<file path="src/rtl/vc_dest_arbiter_if.sv">
// Handshake/data bundle between the VC/D FIFOs and vc_dest_arbiter.
// master = FIFO side (drives heads/status), slave = arbiter.
interface vc_dest_arbiter_if #(
    parameter int BW    = 6,
    parameter int CNT_W = 8
);
    logic             enable;
    logic [3:0]       weight0;
    logic [3:0]       weight1;
    logic             vc0_empty;
    logic             vc1_empty;
    logic [BW-1:0]    vc0_data;
    logic [BW-1:0]    vc1_data;
    logic             d0_almost_full;
    logic             d1_almost_full;
    logic             vc0_pop;
    logic             vc1_pop;
    logic             d0_push;
    logic             d1_push;
    logic [BW-1:0]    d_data_out;
    logic             cur_vc;
    logic [CNT_W-1:0] fwd_cnt_vc0;
    logic [CNT_W-1:0] fwd_cnt_vc1;

    modport master (
        output enable, weight0, weight1, vc0_empty, vc1_empty, vc0_data, vc1_data,
               d0_almost_full, d1_almost_full,
        input  vc0_pop, vc1_pop, d0_push, d1_push, d_data_out, cur_vc,
               fwd_cnt_vc0, fwd_cnt_vc1
    );

    modport slave (
        input  enable, weight0, weight1, vc0_empty, vc1_empty, vc0_data, vc1_data,
               d0_almost_full, d1_almost_full,
        output vc0_pop, vc1_pop, d0_push, d1_push, d_data_out, cur_vc,
               fwd_cnt_vc0, fwd_cnt_vc1
    );
endinterface

</file>
<file path="src/rtl/vc_dest_arbiter.sv">
// Weighted round-robin VC0/VC1 -> D0/D1 scheduler with one-cycle push latency.
// Optional per-VC forwarded-word counters under `VC_ARB_STATS_EN.
module vc_dest_arbiter #(
    parameter int BW       = 6,
    parameter int DEST_BIT = 4,
    parameter int CNT_W    = 8
) (
    input  logic              clk,
    input  logic              reset,
    vc_dest_arbiter_if.slave  bus
);
    logic          w_elig0, w_elig1, w_elig_cur, w_elig_oth;
    logic [3:0]    w_w0, w_w1, w_w_cur, w_w_oth;
    logic          w_gnt, w_gvc, w_nxt_cur;
    logic [3:0]    w_nxt_cnt;
    logic [BW-1:0] w_gdata;

    logic          r_cur;
    logic [3:0]    r_cnt;
    logic          r_d0_push, r_d1_push;
    logic [BW-1:0] r_data;

    // A VC is eligible only if the FIFO its head word targets can take it.
    assign w_elig0 = bus.enable & ~bus.vc0_empty &
                     ~(bus.vc0_data[DEST_BIT] ? bus.d1_almost_full : bus.d0_almost_full);
    assign w_elig1 = bus.enable & ~bus.vc1_empty &
                     ~(bus.vc1_data[DEST_BIT] ? bus.d1_almost_full : bus.d0_almost_full);

    assign w_w0 = (bus.weight0 == 4'd0) ? 4'd1 : bus.weight0;
    assign w_w1 = (bus.weight1 == 4'd0) ? 4'd1 : bus.weight1;

    assign w_elig_cur = r_cur ? w_elig1 : w_elig0;
    assign w_elig_oth = r_cur ? w_elig0 : w_elig1;
    assign w_w_cur    = r_cur ? w_w1 : w_w0;
    assign w_w_oth    = r_cur ? w_w0 : w_w1;

    always_comb begin
        w_gnt     = 1'b0;
        w_gvc     = r_cur;
        w_nxt_cur = r_cur;
        w_nxt_cnt = r_cnt;
        if (!reset) begin
            if (w_elig_cur && r_cnt != 4'd0) begin
                w_gnt     = 1'b1;
                w_nxt_cnt = r_cnt - 4'd1;
            end else if (w_elig_oth) begin
                w_gnt     = 1'b1;
                w_gvc     = ~r_cur;
                w_nxt_cur = ~r_cur;
                w_nxt_cnt = w_w_oth - 4'd1;
            end else if (w_elig_cur) begin
                // Burst exhausted but the other VC is idle: reload and keep going.
                w_gnt     = 1'b1;
                w_nxt_cnt = w_w_cur - 4'd1;
            end
        end
    end

    assign w_gdata     = w_gvc ? bus.vc1_data : bus.vc0_data;
    assign bus.vc0_pop = w_gnt & ~w_gvc;
    assign bus.vc1_pop = w_gnt &  w_gvc;

    always_ff @(posedge clk) begin
        if (reset) begin
            r_cur     <= 1'b1;
            r_cnt     <= 4'd0;
            r_d0_push <= 1'b0;
            r_d1_push <= 1'b0;
            r_data    <= '0;
        end else begin
            r_cur <= w_nxt_cur;
            r_cnt <= w_nxt_cnt;
            if (w_gnt) begin
                r_data    <= w_gdata;
                r_d0_push <= ~w_gdata[DEST_BIT];
                r_d1_push <=  w_gdata[DEST_BIT];
            end else begin
                r_d0_push <= 1'b0;
                r_d1_push <= 1'b0;
            end
        end
    end

    assign bus.d0_push    = r_d0_push;
    assign bus.d1_push    = r_d1_push;
    assign bus.d_data_out = r_data;
    assign bus.cur_vc     = r_cur;

`ifdef VC_ARB_STATS_EN
    logic [CNT_W-1:0] r_fwd0, r_fwd1;

    always_ff @(posedge clk) begin
        if (reset) begin
            r_fwd0 <= '0;
            r_fwd1 <= '0;
        end else begin
            if (bus.vc0_pop) r_fwd0 <= r_fwd0 + CNT_W'(1);
            if (bus.vc1_pop) r_fwd1 <= r_fwd1 + CNT_W'(1);
        end
    end

    assign bus.fwd_cnt_vc0 = r_fwd0;
    assign bus.fwd_cnt_vc1 = r_fwd1;
`else
    assign bus.fwd_cnt_vc0 = '0;
    assign bus.fwd_cnt_vc1 = '0;
`endif
endmodule

</file>
<file path="src/flat_wrapper.sv">
// flat-port wrapper written by rule: the top's interface ports become plain ports
module vc_dest_arbiter_flat 
#(
    parameter int BW       = 6,
    parameter int DEST_BIT = 4,
    parameter int CNT_W    = 8
)
  (clk, reset, bus_enable, bus_weight0, bus_weight1, bus_vc0_empty, bus_vc1_empty, bus_vc0_data, bus_vc1_data, bus_d0_almost_full, bus_d1_almost_full, bus_vc0_pop, bus_vc1_pop, bus_d0_push, bus_d1_push, bus_d_data_out, bus_cur_vc, bus_fwd_cnt_vc0, bus_fwd_cnt_vc1);
  vc_dest_arbiter_if #(.BW(BW), .CNT_W(CNT_W)) bus_i ();
  input  logic clk;
  input  logic reset;
  input wire logic [$bits(bus_i.enable)-1:0] bus_enable;
  input wire logic [$bits(bus_i.weight0)-1:0] bus_weight0;
  input wire logic [$bits(bus_i.weight1)-1:0] bus_weight1;
  input wire logic [$bits(bus_i.vc0_empty)-1:0] bus_vc0_empty;
  input wire logic [$bits(bus_i.vc1_empty)-1:0] bus_vc1_empty;
  input wire logic [$bits(bus_i.vc0_data)-1:0] bus_vc0_data;
  input wire logic [$bits(bus_i.vc1_data)-1:0] bus_vc1_data;
  input wire logic [$bits(bus_i.d0_almost_full)-1:0] bus_d0_almost_full;
  input wire logic [$bits(bus_i.d1_almost_full)-1:0] bus_d1_almost_full;
  output wire logic [$bits(bus_i.vc0_pop)-1:0] bus_vc0_pop;
  output wire logic [$bits(bus_i.vc1_pop)-1:0] bus_vc1_pop;
  output wire logic [$bits(bus_i.d0_push)-1:0] bus_d0_push;
  output wire logic [$bits(bus_i.d1_push)-1:0] bus_d1_push;
  output wire logic [$bits(bus_i.d_data_out)-1:0] bus_d_data_out;
  output wire logic [$bits(bus_i.cur_vc)-1:0] bus_cur_vc;
  output wire logic [$bits(bus_i.fwd_cnt_vc0)-1:0] bus_fwd_cnt_vc0;
  output wire logic [$bits(bus_i.fwd_cnt_vc1)-1:0] bus_fwd_cnt_vc1;
  assign bus_i.enable = bus_enable;
  assign bus_i.weight0 = bus_weight0;
  assign bus_i.weight1 = bus_weight1;
  assign bus_i.vc0_empty = bus_vc0_empty;
  assign bus_i.vc1_empty = bus_vc1_empty;
  assign bus_i.vc0_data = bus_vc0_data;
  assign bus_i.vc1_data = bus_vc1_data;
  assign bus_i.d0_almost_full = bus_d0_almost_full;
  assign bus_i.d1_almost_full = bus_d1_almost_full;
  assign bus_vc0_pop = bus_i.vc0_pop;
  assign bus_vc1_pop = bus_i.vc1_pop;
  assign bus_d0_push = bus_i.d0_push;
  assign bus_d1_push = bus_i.d1_push;
  assign bus_d_data_out = bus_i.d_data_out;
  assign bus_cur_vc = bus_i.cur_vc;
  assign bus_fwd_cnt_vc0 = bus_i.fwd_cnt_vc0;
  assign bus_fwd_cnt_vc1 = bus_i.fwd_cnt_vc1;
  vc_dest_arbiter #(.BW(BW), .DEST_BIT(DEST_BIT), .CNT_W(CNT_W)) u_core (.clk(clk), .reset(reset), .bus(bus_i));
endmodule
</file>
<file path="config.mk">
export PLATFORM = sky130hd
export DESIGN_NAME = vc_dest_arbiter_flat
export DESIGN_NICKNAME = d
export VERILOG_FILES = /design/src/rtl/vc_dest_arbiter_if.sv /design/src/rtl/vc_dest_arbiter.sv /design/src/flat_wrapper.sv
export SDC_FILE = /design/constraint.sdc
export NUM_CORES = 1
export LEC_CHECK = 0
export ABC_AREA = 1
export BUFFER_PORTS_ARGS = -buffer_cell sky130_fd_sc_hd__buf_4
export CORE_MARGIN = 2
export CORE_UTILIZATION = 47
export CTS_CLUSTER_DIAMETER = 120
export DETAILED_ROUTE_END_ITERATION = 10
export GPL_TIMING_DRIVEN = 0
export PLACE_DENSITY_LB_ADDON = 0.05
export SYNTH_ARGS = -nofsm -noshare
export SYNTH_HDL_FRONTEND = slang
export SYNTH_SLANG_ARGS = --single-unit
</file>
<file path="constraint.sdc">
create_clock -name clk -period 1.8 [get_ports clk]
set_input_delay 0.09 -clock clk [delete_from_list [all_inputs] [get_ports clk]]
set_output_delay 0.09 -clock clk [all_outputs]
set_load 0.03 [all_outputs]
</file>
==> results of run 1 <==
## worst min-delay path: cells and delay by family
kind                   cells  cell delay [ns]
buffers and inverters      2             0.13
AND/OR/NAND/NOR            1             0.06
AO/OA/AOI/OAI              1             0.05
## area by class of cell
type / count / area share [%]
inverter: 24 / 6.365
tap: 30 / 2.301
timing repair buffer: 39 / 17.94
multi-input combinational: 134 / 46.86
sequential: 13 / 16.03
buffer: 18 / 8.896
clock buffer: 4 / 1.610
## power breakdown
part           switching, mW  internal [mW]  total (mW)
sequential            0.0174          0.321       0.339
clock                 0.0991         0.0860       0.185
combinational          0.422          0.270       0.693
## cells by family (layout without fill, tap and decap cells)
family | after synthesis | after routing | synth area share (%)
simple gates | 108 | 108 | 52.72
compound gates | 9 | 9 | 4.111
buf+inv | 42 | 85 | 20.45
flops | 13 | 13 | 21.38
fa+ha+maj | 1 | 1 | 1.028
other cells | 1 | 16 | 0.3080
## timing repair
action	CTS	global route
hold buffers	0	0
gates resized for setup	0	1
setup buffers	0	2
setup endpoints to repair	0	1
## sequential cells by signal (all words and copies together) (netlist names)
register,flops
u_core.bus.d_data_out,6
u_core.bus.d0_push,1
u_core.bus.cur_vc,1
u_core.r_cnt,4
u_core.bus.d1_push,1
## final timing paths
kind | cells after the start | end | slack, ns | startpoint
worst max register to register | 10 | u_core.r_cnt[2] | 0.23 | u_core.bus.cur_vc
worst min register to register | 2 | u_core.r_cnt[2] | 0.46 | u_core.r_cnt[2]
worst max-delay path | 8 | bus_vc1_pop | 0.12 | u_core.bus.cur_vc
worst min-delay path | 4 | u_core.bus.d0_push | 0.1 | bus_vc0_data[4]
## routing by layer
layer	GRT usage, %	vias to the layer above	wire, um
met5	0	-	0
met4	8.130	0	52
met3	3.495	7	209
met2	35.91	48	1401
met1	20.82	532	1144
li1	-	639	-
## cells in the final DEF (no fill, tap or decap)
| cell type | synthesis | routed |
|---|---|---|
| a21oi_1 | 3 | 3 |
| a21oi_2 | 1 | 1 |
| and2_2 | 1 | 1 |
| buf_4 | 16 | 55 |
| buf_6 | 1 | 1 |
| bufinv_8 | 1 | 1 |
| clkbuf_1 | 0 | 1 |
| clkbuf_4 | 0 | 3 |
| clkbuf_8 | 1 | 1 |
| conb_1 | 1 | 16 |
| dfxtp_1 | 13 | 12 |
| dfxtp_2 | 0 | 1 |
| ha_1 | 1 | 1 |
| inv_1 | 17 | 17 |
| inv_2 | 6 | 6 |
| nand2_1 | 44 | 44 |
| nand2_2 | 9 | 9 |
| nand2_4 | 3 | 3 |
| nand2_8 | 1 | 1 |
| nand3_1 | 24 | 24 |
| nand3_2 | 1 | 1 |
| nand3_4 | 4 | 4 |
| nand4_1 | 6 | 6 |
| nand4_4 | 1 | 1 |
| nor2_1 | 10 | 10 |
| nor2_4 | 2 | 2 |
| nor2_8 | 2 | 2 |
| o21ai_0 | 4 | 4 |
| o22ai_1 | 1 | 1 |
==> results_dict.tcl, run 1 <==
set metrics [dict create \
    insertion_delay_ns 0.28 \
    drt_drc_violations_left 0 \
    floorplan.die_area_um2 3013 \
    gp_congestion 0.8051 \
    worst-path-max-fanout 10 \
    synthCells 174 \
    portBuffers 37 \
    p_leak_nw 0.9169 \
    rows 18 \
    cts_htree_levels 1 \
    critPathTopFamily "simple AND/OR/NAND/NOR gates" \
    post-synth-top-area-fraction_pct 21.38 \
    seq_area_um2 261.5 \
    diodes 0 \
    pre_cts_slack_ns 0.2409 \
    ys_seq_area_share_pct 21.38 \
    gr-usage-all-layers_pct 19.16 \
    ys_types 26 \
    worst_slack_ns 0.1207 \
    cts_tree "built" \
    drt_iter0_drc 19 \
    critPathKind "reg2out" \
    synth_area_leader_cell "dfxtp_1" \
    die_y_um 54.90 \
    final_area_um2 1632 \
    ir_worst_vdd_v 0.0005687 \
    min_period_ns 1.679 \
    required_ns 1.71 \
    place_area_um2 1589 \
    crit_arrival_ns 1.59 \
    drtAntennaViolNets 0 \
    multi_input_area_um2 764.5 \
    endpoint_kind "primary output" \
    gr-total-overflow 0 \
    fill_cells 231 \
    slowest_delay_ns 0.36 \
    total_power_mw 1.217 \
    crit_path_frequent_cell "nand3_4" \
    die_x_um 54.90 \
    finalNetCount 261 \
    min_path_type "in2reg" \
    routed_via_density 4.679 \
    root_buffer "clkbuf_4" \
    clock_sinks 13 \
    post-route-util_pct 66.46 \
    grt_pass1_wl_mm 4.195 \
    timing.critical_path.buf_inv 2 \
    routedWlPerCell_um 10.72 \
    start_util_pct 49.59 \
    synth.avg_cell_area_um2 6.997 \
    synth_most_common_cell "nand2_1" \
    cpMaxStageDelayCell "dfxtp_2" \
    maxCapViolations 0 \
    slew_viol_final 0 \
    ys_ff_latch 13 \
    powerDensity_nw_per_um2 745.7 \
    async_flop_share_pct 0 \
    setup_viol_count_final 0 \
    wl_mm 2.808 \
    synth_edf_count 0 \
    clockBufferDepth 2 \
    hold_viol 0 \
    placedCellCount 256 \
    vias 1226 \
    timing.final.crit_share_pct 93.29 \
    drtPass1Iterations 4 \
    grt_max_degree 11 \
    ys.warnings.count 0 \
    io_pins 54 \
    clk_pin_slew_ns 0.09 \
    whs_ns 0.09518 \
    syn_area_um2 1217 \
    setup_tns_ns 0 \
    synthFlopType "dfxtp_1" \
    rsz0062_at_grt "no" \
    finClkSkew_ns 0.01094 \
    dpl.hpwl_mm 2.280 \
    grt_pass1_vias 1059 \
    drive_above_1_share_pct 40.09 \
    core_area_um2 2455 \
    start_kind "flop" \
    layout.cells.non_filler 262 \
    synth_area_leaders "dfxtp_1 21%, nand2_1 14%, nand3_1 9.9%" \
    area_growth_pct 34.02 \
    cp_cell_sequence "bufinv_8, nand2_4, nand3_4, nand2_8, nand3_4, nand2_2, nor2_1, buf_4" \
    numCtsBuffers 3 \
    status "completed" \
    max_freq_ghz 0.5955 \
    synth_commonest_cells "44 x nand2_1, 24 x nand3_1, 17 x inv_1" \
    antenna_found_initial 0 \
]
Power figures use the tool's default switching activity.
==> run 2, diff against run 1 <==
--- a/config.mk
+++ b/config.mk
@@ -8,7 +8,7 @@
 export ABC_AREA = 1
 export BUFFER_PORTS_ARGS = -buffer_cell sky130_fd_sc_hd__buf_4
 export CORE_MARGIN = 2
-export CORE_UTILIZATION = 47
+export CORE_UTILIZATION = 42
 export CTS_CLUSTER_DIAMETER = 120
 export DETAILED_ROUTE_END_ITERATION = 10
 export GPL_TIMING_DRIVEN = 0
==> constraint.sdc (replaced) <==
create_clock -name clk -period 1.35 [get_ports clk]
set_input_delay 0.0675 -clock clk [delete_from_list [all_inputs] [get_ports clk]]
set_output_delay 0.0675 -clock clk [all_outputs]
set_load 0.03 [all_outputs]
==> run 2 against run 1 <==
The run now ends with setup timing left; global-route usage decreased by 1.9 points; clock skew decreased by 0.0066 ns; non-clock buffer count increased by 11; via count increased by 2.3%; clock-buffer cell count unchanged; power increased by 61%; core utilization increased by 1.8 points; clock power increased by 29%; cell count increased by 4.6%; wire length increased by 3.9%; hold slack got worse by 0.00078 ns.
==> results_dict.tcl, run 2 (synthesis gave the netlist of run 1 again) <==
set metrics [dict create \
    start_kind "flop" \
    powerDensity_nw_per_um2 1040 \
    clockBufferDepth 2 \
    endpoint_kind "flop" \
    gr-total-overflow 0 \
    clock_sinks 13 \
    setup_viol_count_final 9 \
    die_y_um 57.84 \
    drtPass1Iterations 4 \
    drive_above_1_share_pct 51.44 \
    dpl.hpwl_mm 2.215 \
    numCtsBuffers 3 \
    layout_commonest_cell "buf_4" \
    rrSetupSlack_ns -0.16 \
    cts_htree_levels 1 \
    status "complete, but fails checks" \
    rows 19 \
    multi_input_area_um2 907.1 \
    whs_ns 0.09440 \
    area_growth_pct 54.68 \
    routedWlPerCell_um 10.65 \
    floorplan.die_area_um2 3345 \
    io_pins 54 \
    min_period_ns 1.515 \
    finalNetCount 272 \
    critPathKind "reg2reg" \
    grt_pass1_wl_mm 4.574 \
    antenna_found_initial 0 \
    placedCellCount 257 \
    gr-usage-all-layers_pct 17.24 \
    wl_mm 2.917 \
    min_path_type "in2reg" \
    drt_drc_violations_left 0 \
    clk_pin_slew_ns 0.08 \
    gp_congestion 0.7834 \
    violations "setup timing" \
    finClkSkew_ns 0.004293 \
    ir_worst_vdd_v 0.0008522 \
    root_buffer "clkbuf_4" \
    slew_viol_final 0 \
    timing.final.crit_share_pct 112.2 \
    p_leak_nw 0.9993 \
    cts_tree "built" \
    worst-path-max-fanout 8 \
    portBuffers 37 \
    drtAntennaViolNets 0 \
    grt_max_degree 11 \
    layout_common_cells "62 x buf_4, 39 x nand2_1, 17 x nand3_1, 16 x conb_1, 15 x inv_1" \
    crit_arrival_ns 1.69 \
    vias 1254 \
    maxCapViolations 0 \
    fill_cells 248 \
    rsz0062_at_grt "yes" \
    required_ns 1.53 \
    diodes 0 \
    drt_iter0_drc 41 \
    insertion_delay_ns 0.27 \
    total_power_mw 1.958 \
    worst_slack_ns -0.1647 \
    routed_via_density 4.577 \
    largest_reg_flops 6 \
    setup_tns_ns -1.060 \
    die_x_um 57.84 \
    seq_area_um2 266.5 \
    start_util_pct 44.15 \
    core_area_um2 2758 \
    hold_viol 0 \
    grt_pass1_vias 1143 \
    max_freq_ghz 0.6602 \
    layout.cells.non_filler 274 \
]
-- run 2: cell count changes in the layout (fill, tap and decap cells not counted), moves of 3 or more --
cell     before  now
nor2_1       10    6
nand3_1      24   17
nand3_2       1    7
buf_4        55   62
nand2_1      44   39
buf_6         1    5
nand2_8       1    4
nor2_4        2    5
-- run 2: area by class of cell --
type	instances	share of cell area, %
multi-input cells	134	48.17
repair buffers	50	20.73
flip-flops and latches	13	14.15
plain buffers	18	8.306
inverters	24	5.183
well taps	31	2.060
clock buffers	4	1.395
-- run 2: path summary, 6_finish.rpt --
check / from / end / cells past startpoint
min reg2reg: u_core.bus.d_data_out[4] / u_core.bus.d_data_out[4] / 2
max reg2reg: u_core.bus.cur_vc / u_core.r_cnt[2] / 9
max: u_core.bus.cur_vc / u_core.r_cnt[2] / 9
min: bus_vc1_data[4] / u_core.bus.d0_push / 4
-- run 2: repair_timing --
item / CTS / global route
pin swaps: 8 / 15
buffers inserted: 6 / 7
setup endpoints to repair: 8 / 14
resized for setup: 12 / 15
hold buffers: 0 / 0
gates cloned: 0 / 0
-- run 2: per-layer routing --
metal | share of wire (%) | up-vias | GRT usage, %
met5 | 0 | - | 0
met1 | 39 | 549 | 19.32
met3 | 6.2 | 2 | 2.679
li1 | - | 662 | -
met4 | 0.55 | 0 | 7.309
met2 | 54 | 41 | 31.98
-- run 2: power breakdown --
part / total (mW) / switching [mW] / internal (mW)
Clock: 0.238 / 0.124 / 0.114
Sequential: 0.469 / 0.0370 / 0.432
Combinational: 1.25 / 0.694 / 0.557
Total: 1.96 / 0.855 / 1.10
-- run 2: worst max-delay path, stage by stage, from the launching register on --
cell       delay [ns]
dfxtp_4          0.38
clkbuf_16        0.18
nand2_8          0.06
nand3_4          0.11
buf_6            0.16
a21oi_4          0.18
ha_4             0.16
nand3_2          0.06
nand3_2          0.07
nand2_1          0.05
-- run 2: per-stage QoR --
step / util (%) / worst slack, ns / area (um^2)
floorplan: - / -0.07576 / 1333
global placement: 59.80 / -0.1338 / 1649
detailed placement: 59.80 / -0.1638 / 1649
CTS: 64.25 / -0.1941 / 1772
global route: 68.28 / -0.2441 / 1883
finish: 68.28 / -0.1647 / 1883
